File: src/rtl/face_rec_seq.sv
// face_rec_seq: sequences clear, load, projection and match phases of one recognition pass.
module face_rec_seq #(
  parameter int NUM_PIXELS  = 161,
  parameter int COLS_SIZE   = 8,
  parameter int NUM_SAMPLES = 400
) (
  input  logic        clk,
  input  logic        rst_n,
  input  logic        start,
  input  logic        abort,
  input  logic        in_valid,
  output logic        in_ready,
  input  logic        done_flg,
  output logic        enable_mean,
  output logic        enable_face,
  output logic        enable_p,
  output logic        enable_r,
  output logic        enable_out_logic,
  output logic        clear_m,
  output logic        clear_f,
  output logic        clear_p,
  output logic        clear_r,
  output logic        clear_out_logic,
  output logic [15:0] pixel_iter,
  output logic [3:0]  eigen_iter,
  output logic [8:0]  weight_iter,
  output logic [8:0]  sample_iter,
  output logic        busy,
  output logic [2:0]  phase,
  output logic        done
);
  typedef enum logic [2:0] {IDLE, CLEAR, LOAD_M, LOAD_F, LOAD_P, PROJ, MATCH, WAIT_D} state_t;
  localparam logic [15:0] P_LAST = 16'(NUM_PIXELS - 1);
  localparam logic [3:0]  E_LAST = 4'(COLS_SIZE - 1);
  localparam logic [8:0]  W_LAST = 9'(COLS_SIZE - 1);
  localparam logic [8:0]  S_LAST = 9'(NUM_SAMPLES - 1);
  state_t      state, nxt;
  logic [15:0] pix_n;
  logic [3:0]  eig_n;
  logic [8:0]  wt_n, smp_n;
  logic        done_n, ab, acc, pix_last;
  // abort only counts outside IDLE, so start+abort in IDLE still starts a pass
  assign ab       = abort && state != IDLE;
  assign in_ready = state inside {LOAD_M, LOAD_F, LOAD_P} && !ab;
  assign acc      = in_valid && in_ready;
  assign pix_last = pixel_iter == P_LAST;
  assign enable_mean      = state == LOAD_M && acc;
  assign enable_face      = state == LOAD_F && acc;
  assign enable_p         = state == LOAD_P && acc;
  assign enable_r         = state == PROJ && !ab;
  assign enable_out_logic = state == MATCH && !ab;
  assign clear_m          = state == CLEAR;
  assign clear_f          = clear_m;
  assign clear_p          = clear_m;
  assign clear_r          = clear_m;
  assign clear_out_logic  = clear_m;
  assign busy             = state != IDLE;
  assign phase            = state;
  always_comb begin
    nxt    = state;
    pix_n  = pixel_iter;
    eig_n  = eigen_iter;
    wt_n   = weight_iter;
    smp_n  = sample_iter;
    done_n = 1'b0;
    if (ab || state == CLEAR) begin
      nxt   = ab ? IDLE : LOAD_M;
      pix_n = '0;
      eig_n = '0;
      wt_n  = '0;
      smp_n = '0;
    end else begin
      case (state)
        IDLE: nxt = start ? CLEAR : IDLE;
        LOAD_M, LOAD_F: if (acc) begin
          pix_n = pix_last ? '0 : pixel_iter + 16'd1;
          if (pix_last) nxt = state == LOAD_M ? LOAD_F : LOAD_P;
        end
        LOAD_P: if (acc) begin
          pix_n = pix_last ? '0 : pixel_iter + 16'd1;
          if (pix_last) eig_n = eigen_iter == E_LAST ? '0 : eigen_iter + 4'd1;
          if (pix_last && eigen_iter == E_LAST) nxt = PROJ;
        end
        PROJ: begin
          pix_n = pix_last ? '0 : pixel_iter + 16'd1;
          if (pix_last) wt_n = weight_iter == W_LAST ? '0 : weight_iter + 9'd1;
          if (pix_last && weight_iter == W_LAST) nxt = MATCH;
        end
        MATCH: begin
          smp_n = sample_iter == S_LAST ? '0 : sample_iter + 9'd1;
          if (sample_iter == S_LAST) nxt = WAIT_D;
        end
        WAIT_D: if (done_flg) begin
          done_n = 1'b1;
          nxt    = IDLE;
        end
        default: nxt = IDLE;
      endcase
    end
  end
  always_ff @(posedge clk or negedge rst_n)
    if (!rst_n) begin
      state       <= IDLE;
      pixel_iter  <= '0;
      eigen_iter  <= '0;
      weight_iter <= '0;
      sample_iter <= '0;
      done        <= 1'b0;
    end else begin
      state       <= nxt;
      pixel_iter  <= pix_n;
      eigen_iter  <= eig_n;
      weight_iter <= wt_n;
      sample_iter <= smp_n;
      done        <= done_n;
    end
endmodule
File: config.mk
export PLATFORM = sky130hd
export DESIGN_NAME = face_rec_seq
export DESIGN_NICKNAME = d
export VERILOG_FILES = /design/src/rtl/face_rec_seq.sv
export SDC_FILE = /design/constraint.sdc
export NUM_CORES = 1
export LEC_CHECK = 0
export CAP_MARGIN = 20
export CORE_UTILIZATION = 54
export CTS_CLUSTER_SIZE = 40
export DETAILED_ROUTE_END_ITERATION = 8
export PLACE_DENSITY_LB_ADDON = 0.2
export SETUP_SLACK_MARGIN = 0.5
export SLEW_MARGIN = 20
export SYNTH_ARGS = -nofsm -noshare
export SYNTH_HDL_FRONTEND = slang
export SYNTH_SLANG_ARGS = --single-unit
File: constraint.sdc
create_clock -name clk -period 3 [get_ports clk]
set_input_delay 0.6 -clock clk [delete_from_list [all_inputs] [get_ports clk]]
set_output_delay 0.6 -clock clk [all_outputs]
set_load 0.1 [all_outputs]
**Word level (Yosys, flattened, before mapping)**

Cells that the tools add are included.

- Multiplexer cells: 31
- Reduce and logical (&&, ||, !) cells: 27
- Add/sub/neg operators: 4
- Equality and inequality tests: 19

Operator list:

| kind | number |
|---|---|
| $mux W9 | 7 |
| $mux W16 | 3 |
| $pmux W16 S2 | 1 |
| $mux W3 | 9 |
| $mux W4 | 5 |
| $add A9 B1 Y9 const B | 2 |
| $pmux W3 S6 | 1 |
| $add A16 B1 Y16 const B | 1 |
| $eq A16 B8 Y1 const B | 1 |
| $eq A3 B3 Y1 const B | 4 |
| $ne A3 B1 Y1 const B | 4 |
| $logic_and A1 B1 Y1 | 10 |
| $reduce_bool A2 Y1 | 5 |
| $eq A9 B3 Y1 const B | 1 |
| $eq A9 B9 Y1 const B | 1 |
| $ne A3 B3 Y1 const B | 3 |
| $reduce_bool A3 Y1 | 3 |
| $reduce_and A7 Y1 | 1 |
| $eq A3 B2 Y1 const B | 2 |
| $add A4 B1 Y4 const B | 1 |
| $eq A4 B3 Y1 const B | 1 |
| $mux W1 | 4 |
| $reduce_and A2 Y1 | 2 |
| $eq A3 B1 Y1 const B | 1 |
| other kinds (8) | 8 |

- Input port bits: 6
- Output and inout bits: 54
- Bits in registers: 42
- Word-level logic and storage cells: 87

**Depth between registers and ports, before layout**

- Depth in word-level cells: 8
- Mapped depth: 9

**Least setup slack after synthesis**

OpenSTA, ideal clock, no wires.

- Path kind: flip-flop to output port
- From: reg state[1] (netlist: phase[1])
- To: out enable_mean
- Data arrival time: 3412 ps
- Cell stages (with the launch flop): 4
- Setup slack: -1012 ps
- Path through: dfrtp_1 buf_2 inv_1 nor3_1

- Longest elaborated chain between the ends: 6
- Elaborated cells on any way between the ends: 10
- Those cells by class: eq/ne (3); reduce/logical (7)

Ends and longest elaborated chain:

| what | RTL line | source |
|---|---|---|
| start, declared | 37 | `state_t state, nxt;` |
| start signal, assigned | 110 | `state <= nxt;` |
| parallel branches: the longest is 5 deep, another holds $eq A3 B2 Y1 | -- |  |
| $logic_and A1 B1 Y1 (*) | 47 | `assign enable_mean = state == LOAD_M && acc;` |
| end, declared | 14 | `output logic enable_mean,` |

Every way passes the cells marked *.

**Final worst setup path**

- From: in abort
- To: out in_ready

- Longest elaborated chain between the ends: 3

Ends and longest elaborated chain:

| what | RTL line | source |
|---|---|---|
| start, declared | 10 | `input logic abort,` |
| $logic_and A1 B1 Y1 | 43 | `assign ab = abort && state != IDLE;` |
| $logic_not A1 Y1 | 44 | `assign in_ready = state inside {LOAD_M, LOAD_F, LOAD_P} && !ab;` |
| $logic_and A1 B1 Y1 | 44 |  |
| end, declared | 12 | `output logic in_ready,` |

No other way between the ends.

==> results.json <==
{
  "grt_start_max_net_pins": 43,
  "synth-edff-count": 0,
  "hold_viol": 0,
  "fillers": 356,
  "yosysTopAreaCell": "dfrtp_1",
  "hold_buffers": 0,
  "overflow": 0,
  "root_buffer": "clkbuf_8",
  "crit_path_top_delay_cell": "clkdlybuf4s50_1",
  "syn_nets": 306,
  "worst_pin_slew_ns": 0.959,
  "hpwl_mm": 4.34,
  "cts_setup_buffers": 0,
  "viasPerCell": 5.97,
  "cts.sinks": 42,
  "netlist_instances": 295,
  "synth_compound_area_frac": 0.182,
  "drt_iter0_drc": 194,
  "port_buffers": 59,
  "max_stage_delay_ns": 0.53,
  "initial_core_util": 0.566,
  "p_seq_frac": 0.238,
  "critPathMaxFanout": 6,
  "rr_worst_depth": 8,
  "crit_path_start_kind": "input port",
  "dr_total_vias": 2425,
  "use_met3": 0.0538,
  "power.total_w": 0.00328,
  "synth_cell_types": 43,
  "grt_use_met1": 0.345,
  "synth_top_family_by_area": "simple AND/OR/NAND/NOR gates",
  "wl_per_cell_um": 15.2,
  "met2_usage": 0.420,
  "synth_xor_area_frac": 0.0177,
  "yosys-mux-area-fraction": 0.00403,
  "reg2reg_from": "pixel_iter[1]",
  "synthesis.area_sq_um": 2480,
  "critPathLaunch": "abort",
  "io_pins": 60,
  "pwr-share-comb": 0.620,
  "path_delay_family": "buffers and inverters",
  "cap_violations": 0,
  "maxSlewViolCount": 0,
  "area.growth.synth_to_final_pct": 29.8,
  "setup_viol": 0,
  "ys_warn_count": 0,
  "cellLeakagePower_nw": 1.46,
  "n_antenna_cell": 0,
  "drt-pass1-iter-count": 4,
  "clk_latency_ns": 0.29,
  "p_switching_w": 0.00186,
  "p_clk_frac": 0.142,
  "fin_util": 0.735,
  "synth_top_cells_by_area": "dfrtp_1 42%, o21ai_0 11%, nand2_1 6.1%, nor2_1 4.7%, nand3_1 2.8%",
  "grt_pass1_wl_mm": 10.2,
  "tns_ns": 0,
  "ys_ff_latch": 42,
  "relSlewSlack": 0.361,
  "clk_pin_slew_worst_paths_ns": 0.08,
  "synthAdderAreaFrac": 0.0252,
  "antenna_found_initial": 0,
  "required_ns": 2.40,
  "h-tree-depth": 2,
  "fin_crit_ns": 2.48,
  "cp_num_cells": 5,
  "async_flop_share": 1.00,
  "worstPathArrival_ns": 1.88,
  "drive_above_1_share": 0.271,
  "skew_ns": 0.00690,
  "endpoint_kind": "output port",
  "layout_common_cells": "53 x o21ai_0, 53 x buf_4, 39 x nand2_1, 36 x dfrtp_1, 29 x nor2_1",
  "coreArea_sq_um": 4380,
  "power-per-cell-area_nw_per_um2": 1020,
  "die-area_sq_um": 4870,
  "synth_top_area_frac": 0.424,
  "outcome": "finished clean",
  "place_congestion": 0.881,
  "hold_path_class": "input port to async pin",
  "period_share": 0.826,
  "track_usage": 0.259,
  "numCtsBuffers": 5,
  "cts_tree": "built",
  "irDropWorstVdd_mv": 0.899,
  "die_x_um": 69.8,
  "ys.flop_type": "dfrtp_1",
  "syn_area_per_cell_sq_um": 8.41,
  "rsz0062_at_grt": "true",
  "swShare": 0.569,
  "busiest_layer": "met2",
  "final_nets": 364,
  "synth_seq_area_share": 0.424,
  "die_h_um": 69.8,
  "antenna_left": 0,
  "clock_path_buffers": 2,
  "drc": 0,
  "rows": 24,
  "cp_num_buf_inv": 3,
  "grt_pass1_vias": 2228,
  "max_freq_mhz": 403,
  "internal-power_w": 0.00142,
  "path_cells": "clkdlybuf4s50_1, and2b_2, a22oi_2, inv_1, buf_12",
  "routed_wl_mm": 6.18,
  "yosys.area_share.simple": 0.307,
  "critPathKind": "input port to output port"
}
layout make-up:
class	count	area (sq um)	share of cell area
repair buffers	64	563	0.175
clock buffers	7	86.3	0.0268
clock inverters	1	30.0	0.00932
well taps	52	65.1	0.0202
flip-flops and latches	42	1060	0.330
inverters	8	33.8	0.0105
multi-input cells	232	1380	0.428
power by group through the flow:
| stage | combinational [W] | sequential, W | clock (W) |
|---|---|---|---|
| after floorplan | 0.00124 | 0.00112 | 0 |
| after global placement | 0.00199 | 0.000780 | 0 |
| after detailed placement | 0.00202 | 0.000783 | 0 |
| after CTS | 0.00203 | 0.000775 | 0.000476 |
| after global routing | 0.00216 | 0.000796 | 0.000493 |
| final | 0.00203 | 0.000781 | 0.000466 |
metrics by stage:
step | std cells | setup WS [ns] | hold WS (ns) | instance area (sq um)
after global routing | 406 | 0.449 | 0.517 | 3220
after CTS | 406 | 0.503 | 0.477 | 3210
final | 406 | 0.521 | 0.440 | 3220
after global placement | 398 | 0.475 | 0.495 | 3090
after detailed placement | 398 | 0.429 | 0.508 | 3090
after floorplan | 295 | 0.503 | 0.304 | 2530
final timing paths:
path	to	slack, ns
max	in_ready	0.52
min	sample_iter[7]	0.44
max reg2reg	phase[0]	0.68
min reg2reg	weight_iter[8]	0.52
max in group asynchronous	phase[2]	1.85
min in group clk	weight_iter[8]	0.52
registers in the layout, indices dropped and copies added (netlist names):
register / cells
pixel_iter: 16
sample_iter: 9
weight_iter: 9
eigen_iter: 4
phase: 3
done: 1
worst register-to-register path: cells and delay by family (launching register included):
kind	cells	cell delay, ns
flops	1	0.45
buf+inv	1	0.08
fa+ha+maj	1	0.13
compound gates	1	0.17
simple gates	5	1.44
repair_timing:
item,in CTS,in global routing
setup endpoints to repair,1,4
resized for setup,1,4
pin swaps,1,0
synth_stat cells (3+ instances only):
| master | n |
|---|---|
| a21oi_1 | 4 |
| a31oi_1 | 3 |
| and3_1 | 11 |
| buf_2 | 4 |
| buf_4 | 5 |
| clkbuf_1 | 4 |
| dfrtp_1 | 42 |
| ha_1 | 5 |
| inv_1 | 8 |
| nand2_1 | 40 |
| nand2b_1 | 5 |
| nand3_1 | 14 |
| nand4_1 | 8 |
| nor2_1 | 31 |
| nor2b_1 | 6 |
| nor3_1 | 3 |
| nor4_1 | 3 |
| o21ai_0 | 53 |
| o21ai_1 | 3 |
| o31ai_1 | 7 |
| xor2_1 | 5 |
cells by family after synthesis:
| kind of cell | Yosys count |
|---|---|
| XOR/XNOR | 5 |
| adder cells (fa/ha/maj) | 5 |
| AO/OA/AOI/OAI | 79 |
| flip-flops | 42 |
| multiplexers | 1 |
| buffers and inverters | 21 |
| AND/OR/NAND/NOR | 142 |
layer usage:
layer  vias to the layer above  routed length, um
li1                       1169                  -
met1                      1179               2740
met2                        73               3050
met3                         4                344
met4                         0                 43
met5                         -                  0
Note: power is estimated with default switching activity, not from simulation.
